===== config.mk =====
export PLATFORM = sky130hd
export DESIGN_NAME = ru_hazard_scheduler_flat
export DESIGN_NICKNAME = d
export VERILOG_FILES = /design/src/rtl/ru_pkg.sv /design/src/rtl/ru_hazard_scheduler_if.sv /design/src/rtl/ru_edge_fifo.sv /design/src/rtl/ru_hazard_scheduler.sv /design/src/flat_wrapper.sv
export SDC_FILE = /design/constraint.sdc
export NUM_CORES = 1
export LEC_CHECK = 0
export CAP_MARGIN = 20
export CORE_ASPECT_RATIO = 0.5
export CORE_UTILIZATION = 58
export CTS_BUF_LIST = sky130_fd_sc_hd__clkbuf_16
export CTS_CLUSTER_SIZE = 12
export DETAILED_ROUTE_END_ITERATION = 6
export PLACE_DENSITY = 0.8
export SLEW_MARGIN = 15
export SYNTH_ARGS = -nofsm -noshare
export SYNTH_HDL_FRONTEND = slang
export SYNTH_HIERARCHICAL = 1
export SYNTH_SLANG_ARGS = --single-unit
export TNS_END_PERCENT = 5

===== constraint.sdc =====
create_clock -name clk -period 6 [get_ports clk]
set_input_delay 0.6 -clock clk [delete_from_list [all_inputs] [get_ports clk]]
set_output_delay 0.6 -clock clk [all_outputs]
set_load 0.1 [all_outputs]

===== src/rtl/ru_pkg.sv =====
// Shared state encoding and default sizing for the read-update issue path.
package ru_pkg;

   localparam int RU_ADDRW     = 16;
   localparam int RU_WL        = 32;
   localparam int RU_CNTW      = 32;
   localparam int RU_MEM_LAT   = 2;
   localparam int RU_PIPEDEPTH = 3;
   // Issue to write-visible: memory read stages, RU pipe, one write stage.
   localparam int RU_INFLIGHT  = RU_MEM_LAT + RU_PIPEDEPTH + 1;

   typedef enum logic [1:0] {
      IDLE  = 2'd0,
      RUN   = 2'd1,
      DRAIN = 2'd2,
      DONE  = 2'd3
   } ru_state_e;

endpackage


===== src/rtl/ru_hazard_scheduler_if.sv =====
// Edge stream into the scheduler and issue bus out to the RU pipeline.
interface ru_hazard_scheduler_if
   import ru_pkg::*;
#(
   parameter int ADDRW = RU_ADDRW,
   parameter int WL    = RU_WL
);
   logic             in_valid;
   logic             in_ready;
   logic [ADDRW-1:0] in_addr;
   logic [WL-1:0]    in_value;
   logic             issue_valid;
   logic [ADDRW-1:0] issue_src;
   logic [WL-1:0]    issue_value;

   modport master (
      output in_valid, in_addr, in_value,
      input  in_ready,
      input  issue_valid, issue_src, issue_value
   );

   modport slave (
      input  in_valid, in_addr, in_value,
      output in_ready,
      output issue_valid, issue_src, issue_value
   );
endinterface


===== src/rtl/ru_edge_fifo.sv =====
// Synchronous edge FIFO: a push is visible at head the next cycle; pushes while full are dropped,
// so the caller must gate push with !full (a pop does not free a slot in the same cycle).
module ru_edge_fifo #(
   parameter int DEPTH = 4,
   parameter int W     = 48
) (
   input  logic         clk,
   input  logic         rst_n,
   input  logic         push,
   input  logic         pop,
   input  logic [W-1:0] din,
   output logic [W-1:0] head,
   output logic         full,
   output logic         empty
);
   localparam int AW = $clog2(DEPTH);

   logic [W-1:0] mem [DEPTH];
   logic [AW:0]  wptr;
   logic [AW:0]  rptr;

   // Extra pointer bit distinguishes full from empty when the indices match.
   assign empty = (wptr == rptr);
   assign full  = (wptr[AW] != rptr[AW]) && (wptr[AW-1:0] == rptr[AW-1:0]);
   assign head  = mem[rptr[AW-1:0]];

   always_ff @(posedge clk) begin
      if (!rst_n) begin
         wptr <= '0;
         rptr <= '0;
      end else begin
         if (push && !full)
            wptr <= wptr + (AW+1)'(1);
         if (pop && !empty)
            rptr <= rptr + (AW+1)'(1);
      end
   end

   always_ff @(posedge clk) begin
      if (push && !full)
         mem[wptr[AW-1:0]] <= din;
   end
endmodule


===== src/rtl/ru_hazard_scheduler.sv =====
// RU issue controller: FIFO head issues combinationally in the same cycle unless a RAW hazard
// or stallwrite holds it; upstream is backpressured through in_ready when the FIFO is full.
module ru_hazard_scheduler
   import ru_pkg::*;
#(
   parameter int ADDRW     = RU_ADDRW,
   parameter int WL        = RU_WL,
   parameter int INFLIGHT  = RU_INFLIGHT,
   parameter int FIFODEPTH = 4,
   parameter int CNTW      = RU_CNTW
) (
   input  logic                 clk,
   input  logic                 rst_n,
   input  logic                 start,
   input  logic [CNTW-1:0]      num_edges,
   input  logic                 stallwrite,
   input  logic                 wb_valid,
   ru_hazard_scheduler_if.slave eif,
   output logic                 ru_ena,
   output logic                 busy,
   output logic                 done,
   output logic [CNTW-1:0]      hazard_cnt
);
   ru_state_e           state, state_nxt;
   logic [CNTW-1:0]     n_edges, accepted, completed, haz_q;
   logic                fifo_full, fifo_empty, push, advance, hazard, sb_busy;
   logic                in_rdy, issue_vld;
   logic [ADDRW+WL-1:0] head_dat;
   logic [ADDRW-1:0]    head_addr;
   logic [WL-1:0]       head_value;
   logic [INFLIGHT-1:0] sb_vld;
   logic [ADDRW-1:0]    sb_addr [INFLIGHT];

   ru_edge_fifo #(.DEPTH(FIFODEPTH), .W(ADDRW+WL)) u_fifo (
      .clk   (clk),
      .rst_n (rst_n),
      .push  (push),
      .pop   (issue_vld),
      .din   ({eif.in_addr, eif.in_value}),
      .head  (head_dat),
      .full  (fifo_full),
      .empty (fifo_empty)
   );

   assign head_addr  = head_dat[ADDRW+WL-1:WL];
   assign head_value = head_dat[WL-1:0];

   // Outputs are forced quiet while reset is held, not only after it is sampled.
   assign ru_ena     = rst_n && (state == RUN || state == DRAIN);
   assign busy       = rst_n && (state != IDLE);
   assign done       = rst_n && (state == DONE);
   assign hazard_cnt = rst_n ? haz_q : '0;
   assign advance    = ru_ena && !stallwrite;
   assign in_rdy     = rst_n && (state == RUN) && !fifo_full && (accepted < n_edges);
   assign push       = eif.in_valid && in_rdy;
   assign issue_vld  = advance && !fifo_empty && !hazard;
   assign sb_busy    = |sb_vld;

   assign eif.in_ready    = in_rdy;
   assign eif.issue_valid = issue_vld;
   assign eif.issue_src   = issue_vld ? head_addr : '0;
   assign eif.issue_value = issue_vld ? head_value : '0;

   // The oldest entry is in its write cycle, and a read issued now already observes it.
   always_comb begin
      hazard = 1'b0;
      for (int k = 0; k < INFLIGHT-1; k++)
         if (sb_vld[k] && sb_addr[k] == head_addr)
            hazard = 1'b1;
      hazard = hazard && !fifo_empty;
   end

   always_comb begin
      state_nxt = state;
      case (state)
         IDLE:    if (start) state_nxt = (num_edges == '0) ? DRAIN : RUN;
         RUN:     if (accepted == n_edges) state_nxt = DRAIN;
         DRAIN:   if (fifo_empty && !sb_busy && completed == n_edges) state_nxt = DONE;
         DONE:    state_nxt = IDLE;
         default: state_nxt = IDLE;
      endcase
   end

   always_ff @(posedge clk) begin
      if (!rst_n) begin
         state     <= IDLE;
         n_edges   <= '0;
         accepted  <= '0;
         completed <= '0;
         haz_q     <= '0;
      end else begin
         state <= state_nxt;
         if (state == IDLE && start) begin
            n_edges   <= num_edges;
            accepted  <= '0;
            completed <= '0;
            haz_q     <= '0;
         end else begin
            if (push)
               accepted <= accepted + CNTW'(1);
            if (wb_valid && state != IDLE)
               completed <= completed + CNTW'(1);
            if (advance && hazard && haz_q != '1)
               haz_q <= haz_q + CNTW'(1);
         end
      end
   end

   // Shifts only on advance so it stays in step with the frozen RU pipeline.
   always_ff @(posedge clk) begin
      if (!rst_n)
         sb_vld <= '0;
      else if (advance)
         sb_vld <= {sb_vld[INFLIGHT-2:0], issue_vld};
   end

   always_ff @(posedge clk) begin
      if (advance) begin
         sb_addr[0] <= eif.issue_src;
         for (int k = 1; k < INFLIGHT; k++)
            sb_addr[k] <= sb_addr[k-1];
      end
   end
endmodule

===== src/flat_wrapper.sv =====
// flat-port wrapper written by rule: the top's interface ports become plain ports
module ru_hazard_scheduler_flat import ru_pkg::*;
#(
   parameter int ADDRW     = RU_ADDRW,
   parameter int WL        = RU_WL,
   parameter int INFLIGHT  = RU_INFLIGHT,
   parameter int FIFODEPTH = 4,
   parameter int CNTW      = RU_CNTW
)
  (clk, rst_n, start, num_edges, stallwrite, wb_valid, ru_ena, busy, done, hazard_cnt, eif_in_valid, eif_in_addr, eif_in_value, eif_in_ready, eif_issue_valid, eif_issue_src, eif_issue_value);
  ru_hazard_scheduler_if #(.ADDRW(ADDRW), .WL(WL)) eif_i ();
  input  logic clk;
  input  logic rst_n;
  input  logic start;
  input  logic [CNTW-1:0] num_edges;
  input  logic stallwrite;
  input  logic wb_valid;
  output logic ru_ena;
  output logic busy;
  output logic done;
  output logic [CNTW-1:0] hazard_cnt;
  input wire logic [$bits(eif_i.in_valid)-1:0] eif_in_valid;
  input wire logic [$bits(eif_i.in_addr)-1:0] eif_in_addr;
  input wire logic [$bits(eif_i.in_value)-1:0] eif_in_value;
  output wire logic [$bits(eif_i.in_ready)-1:0] eif_in_ready;
  output wire logic [$bits(eif_i.issue_valid)-1:0] eif_issue_valid;
  output wire logic [$bits(eif_i.issue_src)-1:0] eif_issue_src;
  output wire logic [$bits(eif_i.issue_value)-1:0] eif_issue_value;
  assign eif_i.in_valid = eif_in_valid;
  assign eif_i.in_addr = eif_in_addr;
  assign eif_i.in_value = eif_in_value;
  assign eif_in_ready = eif_i.in_ready;
  assign eif_issue_valid = eif_i.issue_valid;
  assign eif_issue_src = eif_i.issue_src;
  assign eif_issue_value = eif_i.issue_value;
  ru_hazard_scheduler #(.ADDRW(ADDRW), .WL(WL), .INFLIGHT(INFLIGHT), .FIFODEPTH(FIFODEPTH), .CNTW(CNTW)) u_core (.clk(clk), .rst_n(rst_n), .start(start), .num_edges(num_edges), .stallwrite(stallwrite), .wb_valid(wb_valid), .eif(eif_i), .ru_ena(ru_ena), .busy(busy), .done(done), .hazard_cnt(hazard_cnt));
endmodule

* After elaboration in Yosys (flattened, before gate mapping)
Memory sizes are Yosys's and may differ from the RTL's. A register that Yosys moved wholly into a read port is not among the register bits. Index checks and enable logic that the tools add are counted.
Operators by class: add/subtract/negate cells 5, order comparisons 1, eq/ne operators 17, multiplexer cells 19, bitwise logic cells 1, reductions and logical operators 37
Operators with widths (number):
- $add 32x1->32 const B | 3
- $eq 16x16->1 | 5
- $eq 32x32->1 | 2
- $mux 32 | 2
- $logic_not 32->1 | 1
- $lt 32x32->1 | 1
- $ne 32x32->1 const B | 1
- $logic_and 1x1->1 | 25
- $mux 16 | 1
- $mux 2 | 6
- $mux 1 | 9
- $pmux 2 s4 | 1
- $add 3x1->3 const B | 2
- $ne 2x2->1 const B | 3
- $reduce_or 6->1 | 1
- $logic_not 1->1 | 5
- $eq 2x2->1 const B | 2
- $eq 3x3->1 | 1
- $reduce_and 3->1 | 1
- $eq 2x1->1 const B | 1
- $eq 2x2->1 | 1
- $logic_not 2->1 | 1
- $reduce_bool 2->1 | 1
- $reduce_or 2->1 | 1
- other kinds (3) | 3
Storage, ports and cells: register bits 142, RAM bits 288, output and inout port bits 85, word-level logic and storage cells 90, memories kept 2
Memory list:
- u_core.u_fifo.mem | words 4, width 48, read ports 1, clocked after Yosys merged registers in 1, write ports 1, RTL line ru_edge_fifo.sv:18 | logic [W-1:0] mem [DEPTH];
- u_core.sb_addr | words 6, width 16, read ports 5, clocked after Yosys merged registers in 0, write ports 6, RTL line ru_hazard_scheduler.sv:32 | logic [ADDRW-1:0] sb_addr [INFLIGHT];

* Logic depth before layout (Yosys ltp)
Gate-level depths: netlist of run 1.
word-level depth 13, depth in mapped cells 14

* Modules after synthesis
Netlist of run 1, hierarchy kept.
By module, submodules not included:
- ru_hazard_scheduler | instances 1, cells each 1271, area each 11526.1 µm², seq. area each 5124.9 µm²
- ru_edge_fifo | instances 1, cells each 318, area each 7472.2 µm², seq. area each 5925.7 µm²

* Least setup slack after synthesis of run 1
No wires, ideal clock.
path kind reg2reg, start register u_core.n_edges[29], end memory u_core.u_fifo.mem[3][0] (enable), data arrival time 4621 ps, slack 925 ps, stages on the path, launching flop included 11, path buffers 0, cell sequence dfxtp_1 > inv_1 > ha_1 > a21o_1 > a21o_1 > a2111oi_2 > o31a_1 > nand3_1 > nor3_1 > nand2_1 > nor2_1
On the way: cells in the longest elaborated chain, start to end 6
RTL lines:
- start: declaration | RTL line ru_hazard_scheduler.sv:25 | logic [CNTW-1:0] n_edges, accepted, completed, haz_q;
- start signal: assignment | RTL line ru_hazard_scheduler.sv:94 | n_edges <= num_edges;
- $lt 32x32->1 | RTL line ru_hazard_scheduler.sv:54 | assign in_rdy = rst_n && (state == RUN) && !fifo_full && (accepted < n_edges);
- $logic_and 1x1->1 | RTL line ru_hazard_scheduler.sv:54
- $logic_and 1x1->1 | RTL line ru_hazard_scheduler.sv:55 | assign push = eif.in_valid && in_rdy;
- named net u_core.push | RTL line ru_hazard_scheduler.sv:26 | logic fifo_full, fifo_empty, push, advance, hazard, sb_busy;
- $logic_and 1x1->1 | RTL line ru_edge_fifo.sv:40 | if (push && !full)
- $mux 1 | RTL line ru_edge_fifo.sv:40
- $mux 1 (implied by the code) | RTL line ru_edge_fifo.sv:41 | mem[wptr[AW-1:0]] <= din;
- end: declaration | RTL line ru_edge_fifo.sv:18
The timed path passes the listed nets, and every way through them passes these cells.

==> metrics.md, run 1 <==
| Metric | Value |
|---|---|
| DRC | 0 |
| Type of the most critical hold path | flip-flop to flip-flop |
| Final min period | 5500 ps |
| CORE AREA | 31900 um2 |
| Worst-skew pair later-pin latency | 560 ps |
| Final #Nets | 1874 |
| Area occupied by multi-input gates | 7430 um2 |
| Die area | 33500 um2 |
| 1st-iter DRT viols | 1192 |
| GPL Wtd Cong | 0.908 |
| Mapped Cells | 1589 |
| P_leak | 7.71 nW |
| Post-synth EDFFs | 272 |
| Crit end category | primary output |
| Period utilisation layout | 91.7% |
| Syn_nets | 1719 |
| Synth warnings | 6 |
| Final Hold Viols | 0 |
| Main combinational cell family by area after synthesis | simple AND/OR/NAND/NOR gates |
| CP Class | flip-flop to primary output |
| Adder-Cell Fraction of Synth Area | 2.90% |
| Via count | 13400 |
| Post-CTS Repair Setup Buffers | 0 |
| Initial antenna violation count | 0 |
| Post-Synth XOR/XNOR Area | 7.33% |
| Worst-Margin Slew | 1130 ps |
| FF+latch area | 11100 um2 |
| Antenna Cells | 0 |
| Vias in the first global route | 13200 |
| Final setup vio count | 0 |
| Maximum vdd drop | 0.000273 V |
| Global-route wire length before repair | 72.8 mm |
| Power per cell area | 302 nW/um2 |
| Clock tree buffer depth | 3 |
| Synth Area in Compound Gates | 5.95% |
| Share of cells above drive strength 1 | 10.7% |
| Initial core utilization | 59.5% |
| Clk root buf | clkbuf_16 |
| Fin. max-slew vios | 0 |
| Fin Setup TNS | 0 ps |
| Antenna-violating nets left | 0 |
| Count leader, synth | edfxtp_1 |
| Tot GR Track Use | 28.1% |
| Max H-tree Level | 2 |
| DP Worst Slack | 1110 ps |
| Worst clock skew | 25.3 ps |
| RSZ-0062 raised after global routing | no |
| Post-Syn Area | 19000 um2 |
| Final worst setup slack | 498 ps |
| Port Buf Inserts | 170 |
| Yosys reg bits | 416 |
| Area leader, netlist | edfxtp_1 |
| Seq/Total Area, Yosys | 58.2% |
| Global route total overflow | 0 |
| Largest net degree at the start of global routing | 92 |
| Crit path max fanout | 21 |
| Mux share of post-synthesis cell area | 5.90% |
| Hold-fix buffers, CTS | 0 |
| I/O pin count | 171 |
| Reg clk slew, reported paths | 60 ps |
| FP Rows | 46 |
| Post_cts resized | 0 |
| Placed cell areas | 21000 um2 |
| Slew margin rel. | 24.6% |
| Dpl hpwl | 32.9 mm |
| Top_reg_cell synth | edfxtp_1 |
| Synth area leaders | edfxtp_1 (43%), dfxtp_1 (15%), mux4_2 (5.7%), xor2_1 (5.0%), nand2_1 (3.1%) |
| # fillers | 2217 |
| CP Data Arrival Time | 4900 ps |
| Post-synth cell types | 64 |
| Die width | 258 um |
| CP startpoint kind | flip-flop |
| Max-capacitance violation count | 0 |
| Outcome | finished, final reports clean |
| Final WL | 47.5 mm |
| CP required | 5400 ps |
| Ys async rst share | 0% |
| Avg Inst Size Synth | 12.0 um2 |
| Total CTS buffers | 41 |
| CTS tree | built |
| Design area | 22200 um2 |
| Most frequent cells after synthesis | edfxtp_1 (272), nand2_1 (159), dfxtp_1 (144), xor2_1 (108), nor2_1 (85) |
| Post-Synth Simple-Gate Area | 16.8% |
| FMAX | 0.182 GHz |
| Top cell type's share of synthesized area | 43.0% |
| Clk sinks | 416 |
| Pre-Repair DR Iteration Count | 5 |
| Routed length per placed instance | 21.6 um |
| Vias/cell | 6.08 |
| Layout area overhead | 17.0% |
| Die Height | 130 um |
-- power breakdown --
part	switching [mW]	internal [mW]	total (mW)	leakage (nW)
registers	0.114	3.23	3.35	3.63
clock network	1.07	1.27	2.33	0.664
logic	0.677	0.353	1.03	3.42
total	1.86	4.85	6.71	7.71
-- cells by family after synthesis --
group	Yosys count
AO/OA/AOI/OAI	181
XOR/XNOR	159
adder cells (fa/ha/maj)	44
buffers and inverters	139
flip-flops	416
multiplexers	52
AND/OR/NAND/NOR	598
-- path summary, 6_finish.rpt --
path	depth (start not counted)	slack (ps)	end	start
max	8	500	eif_issue_value[4]	flip-flop
max reg2reg	11	1440	flip-flop	flip-flop
min	0	470	u_core/sb_addr[3][6]	u_core/sb_addr[2][6]
min reg2reg	0	470	u_core/sb_addr[3][6]	u_core/sb_addr[2][6]
-- cell type report --
class	instances	share of cell area, %
Clock inverter	28	0.619
Clock buffer	42	4.73
Sequential cell	416	49.7
Inverter	58	0.980
Multi-Input combinational cell	1034	33.4
Tap cell	432	2.43
Timing Repair Buffer	193	8.04
-- through the flow --
stage	hold slack (ps)	util, %	power, mW	instances
global placement	452	65.8	4.39	2133
detailed placement	456	65.8	4.42	2133
finish	470	69.6	6.71	2203
floorplan	436	-	4.08	1589
global route	477	69.6	6.96	2203
CTS	468	69.5	6.74	2203
-- metal layers --
layer / global-route usage, % / up-vias / routed length (um)
met5: 0 / - / 0
met4: 8.77 / 0 / 1130
met3: 4.66 / 82 / 2890
met2: 49.3 / 533 / 23900
met1: 36.3 / 6607 / 19700
li1: - / 6183 / -
-- cells in the final DEF, fill, tap and decap left out, types with 6 or more instances in the layout --
cell type and count:
dfxtp_1 142, and3_1 61, mux4_2 48, nor2_1 82
clkbuf_16 42, a21o_1 15, buf_4 58, or3_1 18
ha_1 44, edfxtp_1 272, o211ai_1 6, nor4b_1 7
nor3_1 29, nor2b_1 6, inv_1 78, o21ai_0 31
xor2_1 108, nor4_2 7, nand2_1 157, nor4_1 42
nand4_1 48, o31ai_1 16, xnor2_1 51, a21oi_1 73
nand3_1 49, or4_1 22, and4_1 8, and2_1 33
clkdlybuf4s50_1 135
-- critical path: stages, from the launching register on --
cell	delay [ps]
dfxtp_4	610
mux4_2	690
xor2_1	340
nor4_1	110
nand4_1	120
o32ai_1	140
a311oi_4	820
and3_1	330
clkdlybuf4s50_1	1170
-- flip-flops by register name, summed over array words and instances, names as in the netlist, named ones only --
signal and flops:
u_core/completed 32, u_core/sb_vld 6, u_core/haz_q 32, u_core/sb_addr 80, u_core/u_fifo/wptr 3, u_core/accepted 32, u_core/u_fifo/rptr 3, u_core/state 2
u_core/u_fifo/mem 192, u_core/n_edges 32
(Power assumes the default switching activity.)
==> run 2: changes to the inputs <==
--- a/config.mk
+++ b/config.mk
@@ -7,12 +7,12 @@
 export LEC_CHECK = 0
 export CAP_MARGIN = 20
 export CORE_ASPECT_RATIO = 0.5
-export CORE_UTILIZATION = 58
+export CORE_UTILIZATION = 53
 export CTS_BUF_LIST = sky130_fd_sc_hd__clkbuf_16
 export CTS_CLUSTER_SIZE = 12
 export DETAILED_ROUTE_END_ITERATION = 6
-export PLACE_DENSITY = 0.8
-export SLEW_MARGIN = 15
+export PLACE_DENSITY = 0.74
+export SLEW_MARGIN = 20
 export SYNTH_ARGS = -nofsm -noshare
 export SYNTH_HDL_FRONTEND = slang
 export SYNTH_HIERARCHICAL = 1
==> run 2 against run 1 <==
Global-route usage down 3.3 points. Via count fell by 0.33%. Clock power down 3%. Non-clock buffer count fell by 1. Largest power group unchanged.
==> metrics.md, run 2 (synthesis results as in run 1) <==
| Metric | Value |
|---|---|
| 1st-iter DRT viols | 1275 |
| Worst-Margin Slew | 1010 ps |
| Cells on worst reg2reg path | 10 |
| Final WL | 45.9 mm |
| Worst Hold End | u_core/sb_addr[4][15] |
| Die Height | 136 um |
| Flop2flop setup slack | 1470 ps |
| Vias/cell | 5.97 |
| Maximum vdd drop | 0.000233 V |
| Max-capacitance violation count | 0 |
| I/O pin count | 171 |
| Port Buf Inserts | 170 |
| CP Class | flip-flop to primary output |
| Die width | 270 um |
| DRC | 0 |
| Die area | 36700 um2 |
| Outcome | finished, final reports clean |
| CTS tree | built |
| Routed length per placed instance | 20.5 um |
| Hold-fix buffers, CTS | 0 |
| Vias in the first global route | 12900 |
| Non-filler instance count after layout | 2237 |
| Final setup vio count | 0 |
| Worst path bufs/invs | 2 |
| HP Start | u_core/sb_addr[3][15] |
| Placed insts | 2174 |
| Final Hold Viols | 0 |
| Most frequent CP cell | buf_4 |
| Global-route wire length before repair | 71.1 mm |
| Worst reg2reg path startpoint | u_core/u_fifo/wptr[0] |
| CP max stage cell | dfxtp_4 |
| CP Data Arrival Time | 4510 ps |
| Final #Nets | 1872 |
| Clock tree buffer depth | 3 |
| Max FFs per register | 192 |
| Worst-skew pair later-pin latency | 570 ps |
| Reg-to-reg endpoint | u_core/u_fifo/mem[1][35] |
| Post-CTS Repair Setup Buffers | 0 |
| Antenna-violating nets left | 0 |
| Final min period | 5110 ps |
| Pre-Repair DR Iteration Count | 6 |
| Fin. max-slew vios | 0 |
| Power per cell area | 300 nW/um2 |
| Crit path max fanout | 49 |
| Layout area overhead | 16.8% |
| Slowest Stage Delay on Critical Path | 850 ps |
| RSZ-0062 raised after global routing | no |
| Period utilisation layout | 85.1% |
| Total CTS buffers | 40 |
| Slew margin rel. | 32.3% |
| Type of the most critical hold path | flip-flop to flip-flop |
| Clk sinks | 416 |
| Initial antenna violation count | 1 |
| FMAX | 0.196 GHz |
| Tot GR Track Use | 24.8% |
| # fillers | 2645 |
| Worst hold stages | 0 |
| Cell family with most CP delay | simple AND/OR/NAND/NOR gates |
| Worst clock skew | 23.0 ps |
| Crit path cell chain | mux4_2 > xnor2_1 > nand2_1 > or3b_2 > nor4_1 > a311oi_4 > buf_4 > and2_1 > buf_4 |
| GPL Wtd Cong | 0.915 |
| Fin Setup TNS | 0 ps |
| Share of cells above drive strength 1 | 11.5% |
| Post_cts resized | 0 |
| Crit end category | primary output |
| Global route total overflow | 0 |
| FP Rows | 48 |
| Via count | 13400 |
| Clk root buf | clkbuf_16 |
| Reg clk slew, reported paths | 60 ps |
| Dpl hpwl | 32.1 mm |
| Most common cell after layout, fill and taps aside | edfxtp_1 |
| P_leak | 7.70 nW |
| Largest net degree at the start of global routing | 92 |
| CP startpoint kind | flip-flop |
| Most frequent cells in the layout | edfxtp_1 (272), nand2_1 (157), dfxtp_1 (142) |
| CP required | 5400 ps |
| Initial core utilization | 54.4% |
| Max H-tree Level | 2 |
| CORE AREA | 34900 um2 |
-- run 2: where the power goes --
group	switching, mW	internal [mW]	total [mW]
Combinational	0.681	0.359	1.04
Clock	1.05	1.21	2.26
Sequential	0.115	3.23	3.35
-- run 2: worst max-delay path by stage --
stage / startpoint / end / slack (ps) / depth (start not counted)
4_1_cts: flip-flop / eif_issue_valid / 830 / 9
5_1_grt: flip-flop / eif_issue_valid / 640 / 9
3_3_place_gp: flip-flop / eif_issue_valid / 1530 / 9
6_report: flip-flop / eif_issue_valid / 890 / 9
3_5_place_dp: rst_n / u_core/u_fifo/mem[1][35] / 1450 / 10
2_1_floorplan: u_core/n_edges[29] / u_core/u_fifo/mem[3][0] / 930 / 10
-- run 2: per-stage QoR --
stage,util (%),instance area (um2),total power [mW],hold slack (ps),setup slack (ps)
3_5_place_dp,60.2,21000,4.43,456,1450
6_report,63.6,22200,6.65,466,892
4_1_cts,63.5,22100,6.69,470,828
2_1_floorplan,-,19000,4.08,436,925
5_1_grt,63.6,22200,6.91,481,635
3_3_place_gp,60.2,21000,4.39,448,1530
-- run 2: routing by layer --
metal	track usage (%)	wire length, um	up-vias
met3	4.42	2870	82
li1	-	-	6155
met1	33.2	19800	6609
met5	0	0	-
met2	41.4	22000	515
met4	7.99	1140	0
-- run 2: final cells by class --
type	instances	area, um2	area share [%]
timing repair buffer	192	1750	7.88
antenna	1	2.50	0.0113
clock buffer	40	1000	4.51
clock inverter	21	136	0.615
tap	475	594	2.68
multi-input combinational	1034	7430	33.5
sequential	416	11100	49.8
inverter	58	218	0.981
==> run 3: changes to the inputs <==
--- a/config.mk
+++ b/config.mk
@@ -7,11 +7,11 @@
 export LEC_CHECK = 0
 export CAP_MARGIN = 20
 export CORE_ASPECT_RATIO = 0.5
-export CORE_UTILIZATION = 53
-export CTS_BUF_LIST = sky130_fd_sc_hd__clkbuf_16
+export CORE_UTILIZATION = 60
+export CTS_BUF_LIST = sky130_fd_sc_hd__clkbuf_4 sky130_fd_sc_hd__clkbuf_8
 export CTS_CLUSTER_SIZE = 12
 export DETAILED_ROUTE_END_ITERATION = 6
-export PLACE_DENSITY = 0.74
+export PLACE_DENSITY = 0.83
 export SLEW_MARGIN = 20
 export SYNTH_ARGS = -nofsm -noshare
 export SYNTH_HDL_FRONTEND = slang
==> run 3 against run 2 <==
Maximum frequency is 3.1% higher. Power is 0.99% lower. Combinational power hardly changed. Clock skew is 12 ps higher. Routed wire length hardly changed. Non-clock buffer count is 1 lower. Worst setup slack better by 150 ps. Die area is 12% lower. Cell count is 0.63% lower. Flip-flop and latch count stayed put. First-iteration DRC count is 10% higher. Via count is 1.0% higher. Largest power group unchanged.
==> metrics.md, run 3 (synthesis results as in run 1) <==
| Metric | Value |
|---|---|
| Placed insts | 2122 |
| Most common cell after layout, fill and taps aside | edfxtp_1 |
| Tot GR Track Use | 28.5% |
| P_leak | 7.70 nW |
| Final setup vio count | 0 |
| Antenna Cells | 0 |
| Most frequent CP cell | buf_4 |
| Layout area overhead | 16.3% |
| Routed length per placed instance | 20.6 um |
| Cells on worst reg2reg path | 11 |
| Non-filler instance count after layout | 2223 |
| FP Rows | 45 |
| Pwr Total | 6.58 mW |
| Post-CTS Repair Setup Buffers | 0 |
| Total CTS buffers | 56 |
| Maximum vdd drop | 0.000200 V |
| Design area | 22100 um2 |
| Reg clk slew, reported paths | 70 ps |
| Die width | 254 um |
| Final WL | 45.8 mm |
| CP startpoint kind | flip-flop |
| Final min period | 4950 ps |
| Worst-skew pair later-pin latency | 630 ps |
| Final worst setup slack | 1050 ps |
| CP Data Arrival Time | 4350 ps |
| 1st-iter DRT viols | 1404 |
| Port Buf Inserts | 170 |
| Pre-Repair DR Iteration Count | 5 |
| Period utilisation layout | 82.6% |
| Crit path cell chain | mux4_2 > xnor2_1 > or3b_2 > nor4_1 > a311oi_4 > buf_4 > and2_1 > buf_4 |
| WL met2 | 22.5 mm |
| Worst hold stages | 0 |
| Worst path depth | 8 |
| Final #Nets | 1887 |
| Most frequent cells in the layout | edfxtp_1 (272), nand2_1 (157), dfxtp_1 (142) |
| Post_cts resized | 0 |
| Max H-tree Level | 2 |
| Antenna-violating nets left | 0 |
| I/O pin count | 171 |
| FMAX | 0.202 GHz |
| Met3 routed wirelength | 3.03 mm |
| Share of cells above drive strength 1 | 14.0% |
| Placed cell areas | 21000 um2 |
| Hold-fix buffers, CTS | 0 |
| Die Height | 128 um |
| GPL Wtd Cong | 0.940 |
| # fillers | 2118 |
| CP Class | flip-flop to primary output |
| Initial antenna violation count | 1 |
| Largest net degree at the start of global routing | 92 |
| FF+latch area | 11100 um2 |
| Hold WS | 472 ps |
| Fin. max-slew vios | 0 |
| Worst-Margin Slew | 1120 ps |
| Fin Setup TNS | 0 ps |
| Crit end category | primary output |
| Initial core utilization | 61.8% |
| Clk sinks | 416 |
| Area occupied by multi-input gates | 7430 um2 |
| Slew margin rel. | 25.6% |
| Clk root buf | clkbuf_8 |
| Final design utilization | 71.9% |
| Outcome | finished, final reports clean |
| Via count | 13500 |
| Global-route wire length before repair | 71.4 mm |
| CORE AREA | 30700 um2 |
| Type of the most critical hold path | flip-flop to flip-flop |
| Slowest Stage Delay on Critical Path | 710 ps |
| Vias/cell | 6.07 |
| Dpl hpwl | 32.2 mm |
| Worst clock skew | 35.4 ps |
| DRC | 0 |
| Vias in the first global route | 13300 |
| Cell family with most CP delay | simple AND/OR/NAND/NOR gates |
| Clock tree buffer depth | 3 |
| Die area | 32400 um2 |
| CP max stage cell | mux4_2 |
| Max FFs per register | 192 |
| Top Metal Used | met4 |
| Worst path bufs/invs | 2 |
| Global route total overflow | 0 |
| CP required | 5400 ps |
| Crit path max fanout | 49 |
| RSZ-0062 raised after global routing | no |
| Max-capacitance violation count | 0 |
| Wire length on met1 | 19.1 mm |
| CTS tree | built |
| DP Worst Slack | 1640 ps |
| Power per cell area | 298 nW/um2 |
| Final Hold Viols | 0 |
-- run 3: path summary, 6_finish.rpt --
path / startpoint / endpoint / slack [ps]
setup / recovery: flip-flop / eif_issue_valid / 1050
hold / removal: u_core/sb_addr[3][5] / u_core/sb_addr[4][5] / 470
setup reg to reg: u_core/u_fifo/wptr[0] / u_core/u_fifo/mem[1][21] / 1740
hold reg to reg: u_core/sb_addr[3][5] / u_core/sb_addr[4][5] / 470
-- run 3: per-layer routing --
layer	track usage [%]	vias up
met2	48.2	548
met3	4.51	90
met4	9.07	0
met5	0	-
li1	-	6206
met1	38.2	6656
-- run 3: report_power, final --
part / internal, mW / switching, mW / leakage (nW)
Clock: 1.13 / 1.07 / 0.616
Combinational: 0.350 / 0.681 / 3.45
Sequential: 3.23 / 0.115 / 3.63
Total: 4.71 / 1.87 / 7.70
-- run 3: worst reg2reg max path, stage by stage (launching register included) --
cell and delay [ps]:
dfxtp_1 470, xor2_1 480, nor3_1 300, a2111oi_2 350, o31a_1 230, nand3_1 100, nor3_1 220, buf_4 230
inv_1 80, a31oi_1 230, and2_2 870, buf_4 390
-- run 3: layout make-up --
cell class                 instances  share of cell area [%]
sequential                       416                    50.0
clock inverter                    20                   0.617
tap                              423                    2.39
timing repair buffer             191                    7.79
multi-input combinational       1034                    33.6
inverter                          58                   0.985
clock buffer                      81                    4.56
